[config.mk]
export PLATFORM = sky130hd
export DESIGN_NAME = imm_decode_stage_flat
export DESIGN_NICKNAME = d
export VERILOG_FILES = /design/src/rtl/riscv_pkg.sv /design/src/rtl/imm_decode_stage_if.sv /design/src/rtl/imm_extract.sv /design/src/rtl/imm_decode_stage.sv /design/src/flat_wrapper.sv
export SDC_FILE = /design/constraint.sdc
export NUM_CORES = 1
export LEC_CHECK = 0
export BUFFER_PORTS_ARGS = -buffer_cell sky130_fd_sc_hd__buf_2
export CAP_MARGIN = 20
export CORE_UTILIZATION = 25
export CTS_CLUSTER_DIAMETER = 40
export DETAILED_ROUTE_END_ITERATION = 8
export SYNTH_ARGS = -nofsm -noshare
export SYNTH_HDL_FRONTEND = slang
export SYNTH_SLANG_ARGS = --single-unit
[constraint.sdc]
create_clock -name clk -period 2.4 [get_ports clk]
set_input_delay 0.48 -clock clk [delete_from_list [all_inputs] [get_ports clk]]
set_output_delay 0.48 -clock clk [all_outputs]
set_load 0.005 [all_outputs]
[src/rtl/riscv_pkg.sv]
// Shared RISC-V decode types: base opcodes and the immediate classes
// produced by the immediate-decode stage.
package riscv_pkg;

  typedef enum logic [6:0] {
    OP_LOAD   = 7'b0000011,
    OP_FENCE  = 7'b0001111,
    OP_I_TYPE = 7'b0010011,
    OP_AUIPC  = 7'b0010111,
    OP_STORE  = 7'b0100011,
    OP_R_TYPE = 7'b0110011,
    OP_LUI    = 7'b0110111,
    OP_BRANCH = 7'b1100011,
    OP_JALR   = 7'b1100111,
    OP_JAL    = 7'b1101111,
    OP_SYSTEM = 7'b1110011
  } opcode_t;

  typedef enum logic [3:0] {
    IMM_NONE  = 4'd0,
    IMM_I     = 4'd1,
    IMM_S     = 4'd2,
    IMM_B     = 4'd3,
    IMM_J     = 4'd4,
    IMM_U     = 4'd5,
    IMM_SHAMT = 4'd6,
    IMM_Z     = 4'd7,
    IMM_CSR   = 4'd8
  } imm_type_t;

  localparam logic [2:0] F3_SLLI = 3'b001;
  localparam logic [2:0] F3_SRXI = 3'b101;

endpackage

[src/rtl/imm_decode_stage_if.sv]
// Upstream/downstream handshake bundle of the immediate-decode stage.
// The stage itself takes the slave view; the environment takes the master view.
interface imm_decode_stage_if #(
  parameter int XLEN = 32
);
  import riscv_pkg::*;

  logic            in_valid;
  logic            in_ready;
  logic [31:0]     in_instr;
  logic [XLEN-1:0] in_pc;

  logic            out_valid;
  logic            out_ready;
  logic [31:0]     out_instr;
  logic [XLEN-1:0] out_pc;
  logic [XLEN-1:0] out_imm;
  imm_type_t       out_imm_type;
  logic            out_illegal;

  modport slave (
    input  in_valid, in_instr, in_pc, out_ready,
    output in_ready, out_valid, out_instr, out_pc, out_imm, out_imm_type, out_illegal
  );

  modport master (
    output in_valid, in_instr, in_pc, out_ready,
    input  in_ready, out_valid, out_instr, out_pc, out_imm, out_imm_type, out_illegal
  );

endinterface

[src/rtl/imm_extract.sv]
// Combinational immediate extractor: instruction word -> extended immediate,
// immediate class and illegal-encoding flag.
module imm_extract
  import riscv_pkg::*;
#(
  parameter int XLEN = 32
) (
  input  logic [31:0]     instr,
  output logic [XLEN-1:0] imm,
  output imm_type_t       imm_type,
  output logic            illegal
);

  opcode_t     opcode;
  logic [2:0]  funct3;
  logic [31:0] imm_i, imm_s, imm_b, imm_j, imm_u;

  assign opcode = opcode_t'(instr[6:0]);
  assign funct3 = instr[14:12];

  // Each format assembled at 32 bits first; the signed size cast widens to XLEN.
  assign imm_i = {{20{instr[31]}}, instr[31:20]};
  assign imm_s = {{20{instr[31]}}, instr[31:25], instr[11:7]};
  assign imm_b = {{19{instr[31]}}, instr[31], instr[7], instr[30:25], instr[11:8], 1'b0};
  assign imm_j = {{11{instr[31]}}, instr[31], instr[19:12], instr[20], instr[30:21], 1'b0};
  assign imm_u = {instr[31:12], 12'b0};

  always_comb begin
    // NOTE: every output gets a default before the case so no path can infer a latch.
    imm      = '0;
    imm_type = IMM_NONE;
    illegal  = 1'b0;
    if (instr[1:0] != 2'b11) begin
      illegal = 1'b1;
    end else begin
      unique case (opcode)
        OP_LOAD, OP_JALR: begin
          imm      = XLEN'($signed(imm_i));
          imm_type = IMM_I;
        end
        OP_I_TYPE: begin
          if (funct3 == F3_SLLI || funct3 == F3_SRXI) begin
            imm      = (XLEN == 64) ? XLEN'(instr[25:20]) : XLEN'(instr[24:20]);
            imm_type = IMM_SHAMT;
          end else begin
            imm      = XLEN'($signed(imm_i));
            imm_type = IMM_I;
          end
        end
        OP_STORE: begin
          imm      = XLEN'($signed(imm_s));
          imm_type = IMM_S;
        end
        OP_BRANCH: begin
          imm      = XLEN'($signed(imm_b));
          imm_type = IMM_B;
        end
        OP_JAL: begin
          imm      = XLEN'($signed(imm_j));
          imm_type = IMM_J;
        end
        OP_LUI, OP_AUIPC: begin
          imm      = XLEN'($signed(imm_u));
          imm_type = IMM_U;
        end
        OP_SYSTEM: begin
          if (funct3[2]) begin
            imm      = XLEN'(instr[19:15]);
            imm_type = IMM_Z;
          end else begin
            imm      = XLEN'(instr[31:20]);
            imm_type = IMM_CSR;
          end
        end
        OP_R_TYPE, OP_FENCE: begin
          imm_type = IMM_NONE;
        end
        default: begin
          illegal = 1'b1;
        end
      endcase
    end
  end

endmodule

[src/rtl/imm_decode_stage.sv]
// Registered immediate-decode stage: decodes on entry, holds results in a
// main register plus one skid register so in_ready never depends on out_ready.
module imm_decode_stage
  import riscv_pkg::*;
#(
  parameter int XLEN = 32
) (
  input logic                clk,
  input logic                rst_n,
  input logic                flush,
  imm_decode_stage_if.slave  bus
);

  typedef struct packed {
    logic [31:0]     instr;
    logic [XLEN-1:0] pc;
    logic [XLEN-1:0] imm;
    imm_type_t       imm_type;
    logic            illegal;
  } beat_t;

  localparam beat_t BEAT_RESET = '{
    instr: '0, pc: '0, imm: '0, imm_type: IMM_NONE, illegal: 1'b0
  };

  logic [XLEN-1:0] dec_imm;
  imm_type_t       dec_type;
  logic            dec_illegal;
  beat_t           dec_beat;

  beat_t main_q, skid_q;
  logic  main_valid, skid_valid;
  logic  accept, main_free;

  imm_extract #(.XLEN(XLEN)) u_extract (
    .instr    (bus.in_instr),
    .imm      (dec_imm),
    .imm_type (dec_type),
    .illegal  (dec_illegal)
  );

  assign dec_beat = '{
    instr: bus.in_instr, pc: bus.in_pc, imm: dec_imm,
    imm_type: dec_type, illegal: dec_illegal
  };

  assign accept    = bus.in_valid && !skid_valid;
  assign main_free = !main_valid || bus.out_ready;

  always_ff @(posedge clk or negedge rst_n) begin
    if (!rst_n) begin
      main_valid <= 1'b0;
      skid_valid <= 1'b0;
      main_q     <= BEAT_RESET;
      // NOTE: the skid payload is only ever read behind skid_valid, but it is
      // reset anyway so no X can reach the outputs through a skid->main move.
      skid_q     <= BEAT_RESET;
    end else if (flush) begin
      main_valid <= 1'b0;
      skid_valid <= 1'b0;
    end else if (main_free) begin
      // NOTE: non-blocking assignments, so skid_q read here is the pre-edge value.
      if (skid_valid) begin
        main_q     <= skid_q;
        main_valid <= 1'b1;
        skid_valid <= 1'b0;
      end else if (accept) begin
        main_q     <= dec_beat;
        main_valid <= 1'b1;
      end else begin
        main_valid <= 1'b0;
      end
    end else if (accept) begin
      skid_q     <= dec_beat;
      skid_valid <= 1'b1;
    end
  end

  assign bus.in_ready     = !skid_valid;
  assign bus.out_valid    = main_valid;
  assign bus.out_instr    = main_q.instr;
  assign bus.out_pc       = main_q.pc;
  assign bus.out_imm      = main_q.imm;
  assign bus.out_imm_type = main_q.imm_type;
  assign bus.out_illegal  = main_q.illegal;

endmodule
[src/flat_wrapper.sv]
// flat-port wrapper written by rule: the top's interface ports become plain ports
module imm_decode_stage_flat import riscv_pkg::*;
#(
  parameter int XLEN = 32
)
  (clk, rst_n, flush, bus_in_valid, bus_in_instr, bus_in_pc, bus_out_ready, bus_in_ready, bus_out_valid, bus_out_instr, bus_out_pc, bus_out_imm, bus_out_imm_type, bus_out_illegal);
  imm_decode_stage_if #(.XLEN(XLEN)) bus_i ();
  input logic clk;
  input logic rst_n;
  input logic flush;
  input wire logic [$bits(bus_i.in_valid)-1:0] bus_in_valid;
  input wire logic [$bits(bus_i.in_instr)-1:0] bus_in_instr;
  input wire logic [$bits(bus_i.in_pc)-1:0] bus_in_pc;
  input wire logic [$bits(bus_i.out_ready)-1:0] bus_out_ready;
  output wire logic [$bits(bus_i.in_ready)-1:0] bus_in_ready;
  output wire logic [$bits(bus_i.out_valid)-1:0] bus_out_valid;
  output wire logic [$bits(bus_i.out_instr)-1:0] bus_out_instr;
  output wire logic [$bits(bus_i.out_pc)-1:0] bus_out_pc;
  output wire logic [$bits(bus_i.out_imm)-1:0] bus_out_imm;
  output wire logic [$bits(bus_i.out_imm_type)-1:0] bus_out_imm_type;
  output wire logic [$bits(bus_i.out_illegal)-1:0] bus_out_illegal;
  assign bus_i.in_valid = bus_in_valid;
  assign bus_i.in_instr = bus_in_instr;
  assign bus_i.in_pc = bus_in_pc;
  assign bus_i.out_ready = bus_out_ready;
  assign bus_in_ready = bus_i.in_ready;
  assign bus_out_valid = bus_i.out_valid;
  assign bus_out_instr = bus_i.out_instr;
  assign bus_out_pc = bus_i.out_pc;
  assign bus_out_imm = bus_i.out_imm;
  assign bus_out_imm_type = bus_i.out_imm_type;
  assign bus_out_illegal = bus_i.out_illegal;
  imm_decode_stage #(.XLEN(XLEN)) u_core (.clk(clk), .rst_n(rst_n), .flush(flush), .bus(bus_i));
endmodule
==> metrics <==
Sequential Power Share=0.406; layout overhead on the synthesized area=30.1%; Final Skew=19.1 ps; TritonCTS buffer count=37; Synth top area share=0.566; setup violators final=0; cts hold-fix bufs=1; Mapped Area=9010 um2; Clock transition at path regs=50 ps; Yosys reg bits=204; RSZ-0062 raised after global routing=false; DR pass1 iterations=6; Clk Latency, worst-skew pair=520 ps; post-detail-place hpwl=18200 um; Setup WS post-layout=173 ps; hold path depth=3; Worst Hold Class=in -> reg; DIE AREA=36800 um2; antenna violations before repair=0; top cells by area, synth=dfrtp_1 57%, nand2_1 12%, mux2i_1 7.1%; largest area contributor in the netlist=dfrtp_1; Sw Ratio=0.266; core area=35500 um2; first-pass GRT wire length=41300 um; Max VDD drop=498 uV; syn avg cell area=9.25 um2; final net count=1219; R2R setup slack=230 ps; Port Buffers=171; Antenna Nets Post-Route=0; die width=192 um; most common cell in the netlist=nand2_1; Final min period=2230 ps; Vias/cell=4.64; crit-path max cell delay=500 ps; layout cells sized above 1=0.239; Die H=192 um; ys flop type=dfrtp_1; Power Density=924 nW/um2; IO Count=172; gr usage total=0.144; Register-to-Register Path Depth=4; post-synthesis sequential area ratio=0.566; Max clock buf depth=3; net switching power=2890 uW; Hold Startpoint=bus_in_pc[2]; CTS root buffer=clkbuf_16; Arr. time, crit path=1750 ps; Fillers=3635; number of max-cap violations=0; worst-margin pin slew=905 ps; crit end category=primary output; Mapped Nets=1043; Setup CP Type=reg -> out; WL per Instance=16.1 um; Post-synth top cells=298 x nand2_1, 204 x dfrtp_1, 88 x o21ai_0; Fin. Hold Viols=0; reg-to-reg startpoint=u_core.skid_valid$_DFFE_PN0P_; Critical path buffers and inverters=2; Hold EP=u_core.skid_q[39]$_DFFE_PN0P_; 1st-iter DRT viols=380; critical path startpoint category=flop; Critical Path Slowest Stage Cell=dfrtp_4; pin count of the biggest net entering global routing=72; vias in the first global route=7388; register area=5110 um2; Cell Chain, Critical Path=inv_1, buf_2; clk sinks=204; Int Pwr=7950 uW; TNS Setup=0 ps; drt drc=0; Slew Limit Headroom=0.395; Logic pwr share=0.122; Max Slew Vio Count=0; Yosys warning total=0; post-CTS setup buffers=0; drt total wl=26400 um; Pwr Total=10800 uW; vias=7610; Max Clk Rate=449 MHz; Clk pwr share=0.472; CTS H-tree lvls=2; Distinct cells, synth=48; area occupied by multi-input gates=3580 um2; Starting Density=0.254; TritonCTS clock tree=done; r2r endpoint=u_core.bus.out_imm[29]$_DFFE_PN0P_; CP delay by family, top=buffers and inverters; Leak Pwr=0.00553 uW; dpl ws=3.32 ps; site row count=69; grt ovf=0; fin crit share=0.928; outcome=finished clean; Post-CTS Resized=0; Post-synth ARST share=1.00; critical path peak fanout=14; Worst Path Required=1920 ps; EDFF count, synth=0; GPL Wtd Cong=0.883; Syn Inst Count=974
-- final cells by class --
cell class | count | share of cell area
sequential | 204 | 0.436
multi-input combinational | 685 | 0.305
timing repair buffer | 208 | 0.101
clock buffer | 44 | 0.0856
tap | 461 | 0.0492
clock inverter | 21 | 0.0189
inverter | 14 | 0.00448
antenna | 2 | 0.000427
-- routing by layer --
metal	vias to the layer above	wire, um	track usage
met5	-	0	0
li1	3633	-	-
met3	56	1930	0.0353
met2	267	11900	0.223
met1	3654	11800	0.193
met4	0	785	0.0562
-- cell usage in the layout, fill, tap and decap left out, types with 2 or more instances in the layout --
cell type / instances
and2_1: 3
nor2_1: 66
nor3_1: 25
buf_2: 170
and3_1: 3
inv_1: 14
diode_2: 2
clkbuf_8: 4
clkinv_2: 8
dfrtp_1: 203
a211oi_1: 21
a21oi_1: 42
o22ai_1: 6
o21ai_0: 88
a221o_1: 4
buf_12: 3
nand3_1: 10
nor2b_1: 3
o21ai_1: 2
nand2_1: 298
clkbuf_16: 38
nand3b_1: 2
inv_6: 2
a21o_1: 5
clkinvlp_4: 5
buf_4: 33
bufinv_16: 3
nand4_1: 5
clkbuf_1: 3
nor3b_1: 2
nand2b_1: 2
a31oi_1: 3
a22oi_1: 5
o211ai_1: 4
mux2i_1: 64
-- worst max path at each step --
stage                                  startpoint  cells past startpoint                                  to
finish              u_core.skid_valid$_DFFE_PN0P_                      2                        bus_in_ready
global route        u_core.skid_valid$_DFFE_PN0P_                      4  u_core.bus.out_imm[20]$_DFFE_PN0P_
CTS                 u_core.skid_valid$_DFFE_PN0P_                      2                        bus_in_ready
detailed placement                bus_in_instr[4]                      6  u_core.bus.out_imm[29]$_DFFE_PN0P_
global placement                  bus_in_instr[4]                      6  u_core.bus.out_imm[29]$_DFFE_PN0P_
floorplan                         bus_in_instr[6]                      7  u_core.bus.out_imm[10]$_DFFE_PN0P_
-- cell families after synthesis --
logic type	synth area share
AOI/OAI and AO/OA	0.128
buffers and inverters	0.0401
DFF	0.566
muxes	0.0711
and+or+nand+nor	0.195
-- worst register-to-register path, stage by stage, from the launching register on --
cell	delay, ps
dfrtp_4	500
nor2_1	290
nand3_1	270
nor2_1	760
a211oi_1	170
-- sequential cells by signal (all words and copies together) (netlist names) --
signal,count
u_core.bus.out_instr,32
u_core.bus.out_imm_type,4
u_core.skid_q,101
u_core.bus.out_imm,32
u_core.bus.out_valid,1
u_core.bus.out_pc,32
u_core.skid_valid,1
u_core.bus.out_illegal,1
-- power groups by stage --
stage          clock (uW)  combinational [uW]  sequential, uW
2_1_floorplan           0                 687            4400
4_1_cts              5270                1350            4400
5_1_grt              5410                1540            4470
6_report             5120                1320            4390
3_3_place_gp            0                1310            4430
3_5_place_dp            0                1340            4450
-- stage by stage --
step | instance area [um2] | util | hold slack, ps | cells
after floorplan | 9010 | - | 184 | 974
after global placement | 10500 | 0.296 | 454 | 1571
after detailed placement | 10500 | 0.296 | 462 | 1571
after CTS | 11700 | 0.330 | 142 | 1637
after global routing | 11700 | 0.330 | 163 | 1637
final | 11700 | 0.330 | 170 | 1639
(Power assumes the default switching activity.)
